## src/rtl/ps2_key_rx.sv

```systemverilog
`default_nettype none
// +----------------------------------------------------------------------------+
// | Module  : ps2_key_rx                                                       |
// | Brief   : PS/2 keyboard receiver; filters the raw lines, deserializes      |
// |           11-bit frames and assembles scan-code bytes into 65-bit key      |
// |           events with a toggle strobe. Optional odd-parity checking is     |
// |           enabled by defining PS2_PARITY_CHK_EN.                           |
// | Revision: 1.0 - initial release                                            |
// +----------------------------------------------------------------------------+
module ps2_key_rx #(
  parameter int CLK_KHZ    = 32000,
  parameter int FILTER_LEN = 8,
  parameter int TIMEOUT_US = 2000
) (
  input  logic        clk,
  input  logic        reset_n,
  input  logic        ps2_clk,
  input  logic        ps2_data,
  output logic [64:0] ps2_key,
  output logic        frame_err
);

  localparam int                  c_timeout_cyc = (CLK_KHZ * TIMEOUT_US) / 1000;
  localparam int                  c_tmr_w       = $clog2(c_timeout_cyc + 1);
  localparam logic [c_tmr_w-1:0]  c_timeout     = c_tmr_w'(c_timeout_cyc);
  localparam logic [7:0]          c_flt_last    = 8'(FILTER_LEN - 1);
  localparam logic [7:0]          c_code_e0     = 8'hE0;
  localparam logic [7:0]          c_code_f0     = 8'hF0;
  localparam logic [7:0]          c_code_e1     = 8'hE1;
  localparam logic [7:0]          c_code_12     = 8'h12;
  localparam logic [3:0]          c_cnt_max     = 4'd8;

  typedef enum logic [1:0] {
    IDLE   = 2'd0,
    DATA   = 2'd1,
    PARITY = 2'd2,
    STOP   = 2'd3
  } frame_state_e;

  // ---------------------------------------------------------------- input conditioning
  logic [1:0] r_clk_sync;
  logic [1:0] r_data_sync;
  logic       r_clk_filt;
  logic [7:0] r_flt_cnt;
  logic       r_fall;
  logic       r_bit;

  always_ff @(posedge clk or negedge reset_n) begin
    if (!reset_n) begin
      r_clk_sync  <= 2'b11;
      r_data_sync <= 2'b11;
    end else begin
      r_clk_sync  <= {r_clk_sync[0], ps2_clk};
      r_data_sync <= {r_data_sync[0], ps2_data};
    end
  end

  // The filtered clock flips only after FILTER_LEN consecutive differing samples;
  // the data bit is captured in the same cycle the falling edge is accepted.
  always_ff @(posedge clk or negedge reset_n) begin
    if (!reset_n) begin
      r_clk_filt <= 1'b1;
      r_flt_cnt  <= 8'd0;
      r_fall     <= 1'b0;
      r_bit      <= 1'b1;
    end else begin
      r_fall <= 1'b0;
      if (r_clk_sync[1] == r_clk_filt) begin
        r_flt_cnt <= 8'd0;
      end else if (r_flt_cnt == c_flt_last) begin
        r_clk_filt <= r_clk_sync[1];
        r_flt_cnt  <= 8'd0;
        r_fall     <= ~r_clk_sync[1];
        r_bit      <= r_data_sync[1];
      end else begin
        r_flt_cnt <= r_flt_cnt + 8'd1;
      end
    end
  end

  // ---------------------------------------------------------------- frame FSM
  frame_state_e       r_state;
  frame_state_e       w_state_nxt;
  logic [7:0]         r_shift;
  logic [2:0]         r_bit_cnt;
  logic [c_tmr_w-1:0] r_frame_tmr;
  logic               r_byte_valid;
  logic [7:0]         r_byte;
  logic               r_frame_err;
  logic               w_frame_to;
  logic               w_shift_en;
  logic               w_par_en;
  logic               w_byte_ok;
  logic               w_err;
  logic               w_par_ok;

  assign w_frame_to = (r_state != IDLE) && (r_frame_tmr == c_timeout) && !r_fall;

  always_ff @(posedge clk or negedge reset_n) begin
    if (!reset_n) begin
      r_state <= IDLE;
    end else begin
      r_state <= w_state_nxt;
    end
  end

  always_comb begin
    w_state_nxt = r_state;
    w_shift_en  = 1'b0;
    w_par_en    = 1'b0;
    w_byte_ok   = 1'b0;
    w_err       = 1'b0;
    if (w_frame_to) begin
      w_state_nxt = IDLE;
      w_err       = 1'b1;
    end else if (r_fall) begin
      unique case (r_state)
        IDLE: begin
          if (!r_bit) w_state_nxt = DATA;
        end
        DATA: begin
          w_shift_en = 1'b1;
          if (r_bit_cnt == 3'd7) w_state_nxt = PARITY;
        end
        PARITY: begin
          w_par_en    = 1'b1;
          w_state_nxt = STOP;
        end
        STOP: begin
          w_state_nxt = IDLE;
          if (r_bit && w_par_ok) w_byte_ok = 1'b1;
          else                   w_err     = 1'b1;
        end
        default: w_state_nxt = IDLE;
      endcase
    end
  end

`ifdef PS2_PARITY_CHK_EN
  logic r_par_ok;

  always_ff @(posedge clk or negedge reset_n) begin
    if (!reset_n) begin
      r_par_ok <= 1'b1;
    end else if (w_par_en) begin
      r_par_ok <= (^r_shift) ^ r_bit;
    end
  end

  assign w_par_ok = r_par_ok;
`else
  logic w_par_unused;

  assign w_par_unused = w_par_en;
  assign w_par_ok     = 1'b1;
`endif

  always_ff @(posedge clk or negedge reset_n) begin
    if (!reset_n) begin
      r_shift      <= 8'd0;
      r_bit_cnt    <= 3'd0;
      r_frame_tmr  <= '0;
      r_byte_valid <= 1'b0;
      r_byte       <= 8'd0;
      r_frame_err  <= 1'b0;
    end else begin
      r_byte_valid <= w_byte_ok;
      r_frame_err  <= w_err;
      if (w_byte_ok) r_byte <= r_shift;
      if (w_shift_en) begin
        r_shift   <= {r_bit, r_shift[7:1]};
        r_bit_cnt <= r_bit_cnt + 3'd1;
      end else if (r_state == IDLE) begin
        r_bit_cnt <= 3'd0;
      end
      if (r_fall || r_state == IDLE)  r_frame_tmr <= '0;
      else if (r_frame_tmr != c_timeout) r_frame_tmr <= r_frame_tmr + 1'b1;
    end
  end

  // ---------------------------------------------------------------- sequence assembly
  logic [63:0]        r_buf;
  logic [3:0]         r_cnt;
  logic               r_in_pause;
  logic [64:0]        r_key;
  logic [c_tmr_w-1:0] r_seq_tmr;
  logic [63:0]        w_buf_nxt;
  logic [3:0]         w_cnt_inc;
  logic [63:0]        w_first_sh;
  logic [7:0]         w_first;
  logic               w_emit;
  logic               w_hold;
  logic               w_drop;
  logic               w_pause_set;
  logic               w_seq_to;

  assign w_buf_nxt  = {r_buf[55:0], r_byte};
  assign w_cnt_inc  = (r_cnt == c_cnt_max) ? c_cnt_max : r_cnt + 4'd1;
  // Oldest buffered byte, used to recognise the E0-led fake-shift sequences.
  assign w_first_sh = r_buf >> {r_cnt - 4'd1, 3'b000};
  assign w_first    = w_first_sh[7:0];
  assign w_seq_to   = (r_cnt != 4'd0) && (r_seq_tmr == c_timeout);

  always_comb begin
    w_emit      = 1'b0;
    w_hold      = 1'b0;
    w_drop      = 1'b0;
    w_pause_set = 1'b0;
    if (r_byte_valid) begin
      if (r_in_pause) begin
        if (w_cnt_inc == c_cnt_max) w_emit = 1'b1;
        else                        w_hold = 1'b1;
      end else if (r_cnt == c_cnt_max) begin
        w_drop = 1'b1;
      end else if (r_byte == c_code_e1 && r_cnt == 4'd0) begin
        w_hold      = 1'b1;
        w_pause_set = 1'b1;
      end else if (r_byte == c_code_e0 || r_byte == c_code_f0) begin
        w_hold = 1'b1;
      end else if (r_byte == c_code_12 && r_cnt != 4'd0 && w_first == c_code_e0) begin
        w_drop = 1'b1;
      end else begin
        w_emit = 1'b1;
      end
    end
  end

  always_ff @(posedge clk or negedge reset_n) begin
    if (!reset_n) begin
      r_buf      <= 64'd0;
      r_cnt      <= 4'd0;
      r_in_pause <= 1'b0;
      r_key      <= 65'd0;
      r_seq_tmr  <= '0;
    end else begin
      if (w_emit) begin
        r_key      <= {~r_key[64], w_buf_nxt};
        r_buf      <= 64'd0;
        r_cnt      <= 4'd0;
        r_in_pause <= 1'b0;
      end else if (w_drop || (!r_byte_valid && w_seq_to)) begin
        r_buf      <= 64'd0;
        r_cnt      <= 4'd0;
        r_in_pause <= 1'b0;
      end else if (w_hold) begin
        r_buf      <= w_buf_nxt;
        r_cnt      <= w_cnt_inc;
        r_in_pause <= r_in_pause | w_pause_set;
      end
      if (r_byte_valid || r_cnt == 4'd0) r_seq_tmr <= '0;
      else if (r_seq_tmr != c_timeout)   r_seq_tmr <= r_seq_tmr + 1'b1;
    end
  end

  assign ps2_key   = r_key;
  assign frame_err = r_frame_err;

endmodule
`default_nettype wire

```

## config.mk

```make
export PLATFORM = sky130hd
export DESIGN_NAME = ps2_key_rx
export DESIGN_NICKNAME = d
export VERILOG_FILES = /design/src/rtl/ps2_key_rx.sv
export SDC_FILE = /design/constraint.sdc
export NUM_CORES = 1
export LEC_CHECK = 0
export ABC_AREA = 0
export CAP_MARGIN = 20
export CELL_PAD_IN_SITES_DETAIL_PLACEMENT = 1
export CELL_PAD_IN_SITES_GLOBAL_PLACEMENT = 1
export CORE_UTILIZATION = 48
export CTS_CLUSTER_DIAMETER = 30
export DETAILED_ROUTE_END_ITERATION = 16
export PLACE_DENSITY_LB_ADDON = 0.15
export SKIP_CTS_REPAIR_TIMING = 1
export SLEW_MARGIN = 5
export SYNTH_ARGS = -nofsm -noshare
export SYNTH_HDL_FRONTEND = slang
export SYNTH_SLANG_ARGS = --single-unit
```

## constraint.sdc

```tcl
create_clock -name clk -period 4.1 [get_ports clk]
set_input_delay 0.615 -clock clk [delete_from_list [all_inputs] [get_ports clk]]
set_output_delay 0.615 -clock clk [all_outputs]
set_load 0.05 [all_outputs]
```

Word-level counts from Yosys, hierarchy flattened

Cells that the tools add are included.

Input bits: 4
Flip-flop bits (word level): 204
Word-level logic and storage cells: 131

Bitwise logic cells: 4
Muxes and demuxes: 59
Add/sub/neg operators: 6
Reductions and logical operators: 24
Shift-type cells: 1
Equal/unequal tests: 19

Operators by type and width:

| operator                                            | number |
|---|---|
| two-way mux 64 bit                                  | 3 |
| two-way mux 16 bit                                  | 4 |
| >> shifter 64 x 7 -> 8 bit                          | 1 |
| two-way mux 1 bit                                   | 39 |
| adder 16 x 1 -> 16 bit, second input constant       | 2 |
| equality test 16 bit, second input constant         | 2 |
| equality test 8 bit, second input constant          | 4 |
| inequality test 16 bit, second input constant       | 2 |
| two-way mux 4 bit                                   | 4 |
| two-way mux 8 bit                                   | 2 |
| nonzero test 2 bit                                  | 5 |
| adder 8 x 1 -> 8 bit, second input constant         | 1 |
| equality test 4 bit, second input constant          | 2 |
| equality test 8 x 3 -> 1 bit, second input constant | 1 |
| equality test 8 x 5 -> 1 bit, second input constant | 1 |
| two-way mux 2 bit                                   | 4 |
| case mux 2 bit (4 select lines)                     | 1 |
| logical AND 1 bit                                   | 7 |
| two-way mux 3 bit                                   | 2 |
| inequality test 3 bit, second input constant        | 2 |
| adder 4 x 1 -> 4 bit, second input constant         | 1 |
| equality test 2 bit, second input constant          | 2 |
| logical NOT 4 bit                                   | 1 |
| logical OR 1 bit                                    | 4 |
| other kinds (13)                                    | 16 |

Depth between registers and ports, before layout

Word-level depth: 13
Gate-level depth with buffers: 11

Worst setup path before layout

No wires, ideal clock.

Path type: register to register
From: register r_cnt[0]
To: register r_key[0], in the netlist ps2_key[0]
Path slack: 1.138 ns
Clock period less this slack: 2.962 ns
Arrival: 2.837 ns
Library setup time: 0.125 ns
Cell stages (with the launch flop): 12
Buffers on the path: 3
Cell sequence: dfrtp_1 clkbuf_1 inv_1 ha_1 or3b_1 a2111oi_4 nor3_1 a211o_1 o21ai_2 buf_6 buf_12 mux2_4

Cells in the longest elaborated chain, start to end: 10
Elaborated cells between the ends (all ways): 19
Classes of those cells: 2 x add/sub; 3 x eq/ne; 1 x shift; 8 x mux; 5 x reduce/logical

RTL lines:

| item                       | RTL line | source |
|---|---|---|
| from (decl)                | 183      | `logic [3:0] r_cnt;` |
| from (signal assigned)     | 247      | `r_cnt <= w_cnt_inc;` |
| subtractor 4 x 1 -> 4 bit  | 200      | `assign w_first_sh = r_buf >> {r_cnt - 4'd1, 3'b000};` |
| >> shifter 64 x 7 -> 8 bit | 200      |  |
| equality test 8 bit        | 220      | `end else if (r_byte == c_code_12 && r_cnt != 4'd0 && w_first == c_code_e0) begin` |
| logical AND 1 bit          | 220      |  |
| two-way mux 1 bit          | 220      |  |
| two-way mux 1 bit          | 218      | `end else if (r_byte == c_code_e0 \|\| r_byte == c_code_f0) begin` |
| two-way mux 1 bit          | 215      | `end else if (r_byte == c_code_e1 && r_cnt == 4'd0) begin` |
| two-way mux 1 bit          | 213      | `end else if (r_cnt == c_cnt_max) begin` |
| two-way mux 1 bit (*)      | 210      | `if (r_in_pause) begin` |
| two-way mux 1 bit (*)      | 209      | `if (r_byte_valid) begin` |
| to (signal assigned)       | 237      | `r_key <= {~r_key[64], w_buf_nxt};` |
| to (decl)                  | 185      | `logic [64:0] r_key;` |

Every way passes the cells marked *; elsewhere a longest branch is shown, timed or not.
A chain may end at the register's enable or synchronous reset.

Worst setup path after layout

From: register r_cnt[0]
To: register r_key[29], in the netlist ps2_key[29]

The elaborated chain is that of the path after synthesis.

==> metrics <==
outcome=complete, no violations; Final Max Tran Viols=0; WL/cell=around 21 um; Synth Area in Compound Gates=approximately 9.6%; Hold WC Path Type=in2async; Total Power=5.62 mW; Main synth FF type=dfrtp_1; clk_lat worst skew=about 520 ps; GRT overflow=0; Critical Path RT=roughly 4500 ps; largest family of logic cells by synthesized area=multiplexers; Tcrit/Tclk final=between 80% and 90%; syn avg cell area=roughly 13 um2; Final nets=779; TritonRoute pass-1 iters=4; critical path buffer and inverter count=2; Leakage=approximately 5.2 nW; cts bufs inserted=43; Worst path max stage delay=roughly 510 ps; H-tree levels=2; first-pass GRT wire length=roughly 36,000 um; wirelength, routed=roughly 22,000 um; placement row count=49; Chip Height=137 um; Least-Margin Pin Slew=1210 ps; post-synthesis mux area share=12.7%; crit-path leading delay family=compound AO/OA/AOI/OAI gates; CTS tree=yes; DRC viols=0; CTS Sinks=204; Synth Area in Adders=under 10%; die width=137 um; CP Max Fanout=51; Max-Cap Viols=0; DR iter-0 viols=between 200 and 250; Yosys cell types=57; Period minus WS final=approximately 3400 ps; GPL Wtd Cong=between 0.7 and 0.8; drt via density=between 5 and 6; XOR/XNOR Fraction of Synth Area=under 10%; CP Launch Type=flop; share of cells above drive strength 1=between 20 and 25%; routed vias=just under 6,000; Ys Warns=0; number of global-route vias before repair=6,504; Worst VDD drop=0.410 mV; DP HPWL=~13,000 um; Filler cells=about 1,700; Root Buffer=clkbuf_16; Port-buffer cells=between 60 and 70; most numerous cell in the Yosys netlist=dfrtp_1; Cell Pwr Density=505 nW/um2; final hold vios=0; I/O pins=70; Post-synth EDFFs=0; Setup Skew=roughly 18 ps; initial antenna violation count=0; ys async rst share=100%; clock-pin slew on the worst setup and hold paths=roughly 50 ps; final setup TNS=0 ps; Synth Instances=around 670; final setup fails=0; maximum root-to-sink buffer count=3; top-area cell type share of the netlist area=between 50% and 60%; largest net degree at the start of global routing=between 100 and 150; die area=~19,000 um2; cells along the critical path=inv_1, ha_1, or3b_1, a2111oi_4, nor3_1, a211o_1, o21ai_4, buf_12, mux2_2; Slew headroom=18.8%; Core ar.=between 15,000 and 20,000 um2; Worst setup EP type=flop; mapped cell area=slightly below 9000 um2; Syn Nets=slightly below 700; number of diodes=0; Slowest-stage cell, CP=dfrtp_1; Max Fclk=approximately 0.3 GHz; Synth Area in Simple Gates=~11%; Yosys reg bits=a little over 200; GRT Total Usage=24.7%; WS Path Type=reg2reg; unrepaired setup endpoints after global routing=false; largest cells by area after synthesis=dfrtp_1, mux2_4, a22o_1; Seq/Total Area, Yosys=58.1%; Initial Util=between 40% and 50%; Routed Antenna Nets=0; Worst EP arrival=around 3800 ps; Layout area overhead=26.4%; Yosys top cell by area=dfrtp_1; most frequent cells after synthesis=dfrtp_1, a22o_1, mux2_4, nor2_1, mux2_2
-- report_power, final --
part	switching (mW)	internal, mW
clock network	1.06	2.38
logic	0.0759	0.0303
registers	0.0193	2.05
-- cell type report --
class,count,area (um2),area share (%)
clock buffer,59,1230,11.0
clock inverter,16,215,1.94
inverter,23,86.3,0.776
multi-input combinational,410,3400,30.6
sequential,204,5110,46.0
tap,229,287,2.58
timing repair buffer,80,787,7.08
-- cell usage in the layout (no fill, tap or decap), types with 9 or more instances in the layout --
cell type	netlist	final
inv_1	23	23
xnor2_1	21	21
o21ai_0	10	10
nor3_1	18	18
xor2_1	10	10
clkbuf_16	0	45
buf_4	1	9
clkbuf_1	17	9
ha_1	13	13
nor2_1	45	44
dfrtp_1	198	198
a22o_1	66	66
clkdlybuf4s50_1	0	68
or3_1	9	9
a21oi_1	11	11
nand3_1	24	24
mux2_4	50	50
nand2_1	19	19
mux2_2	32	32
nor4_1	10	10
-- final timing paths --
check | cells past startpoint | slack [ps] | from | endpoint
min in group clk | 0 | 350 | r_data_sync[0]$_DFF_PN1_ | r_data_sync[1]$_DFF_PN1_
worst max register to register | 9 | 720 | r_cnt[0]$_DFFE_PN0P_ | ps2_key[29]$_DFFE_PN0N_
worst max-delay path | 9 | 720 | r_cnt[0]$_DFFE_PN0P_ | ps2_key[29]$_DFFE_PN0N_
worst min-delay path | 1 | 240 | reset_n | ps2_key[43]$_DFFE_PN0N_
worst min register to register | 0 | 350 | r_data_sync[0]$_DFF_PN1_ | r_data_sync[1]$_DFF_PN1_
max in group asynchronous | 2 | 2780 | reset_n | r_data_sync[0]$_DFF_PN1_
-- routing by layer --
metal  up-vias  global-route usage (%)  wire [um]
met4         0                    8.97        480
met2       135                    41.9      10900
met3        50                    4.67        877
li1       2627                       -          -
met5         -                       0          0
met1      3031                    31.5       9200
-- cells by family (layout without fill, tap and decap cells) --
group           count (synthesis)  after routing
flops                         204            204
mux                            83             83
compound gates                105            105
fa+ha+maj                      13             13
xor+xnor                       31             31
buf+inv                        54            178
simple gates                  178            178
-- state kept, by name, summed over array words and instances (netlist names), 3 cells and up --
signal / flops
ps2_key: 65
r_buf: 64
r_frame_tmr: 16
r_seq_tmr: 16
r_byte: 8
r_flt_cnt: 8
r_shift: 8
r_cnt: 4
r_bit_cnt: 3
-- through the flow --
stage	util [%]	setup WS (ps)	hold slack, ps	area, um2	instances
after floorplan	-	1140	319	8800	668
after global placement	53.8	991	350	9670	945
after detailed placement	53.8	798	349	9670	945
after CTS	61.9	730	273	11100	1020
after global routing	61.9	523	302	11100	1021
final	61.9	718	237	11100	1021
No activity file was read; power rests on OpenSTA's default activity.
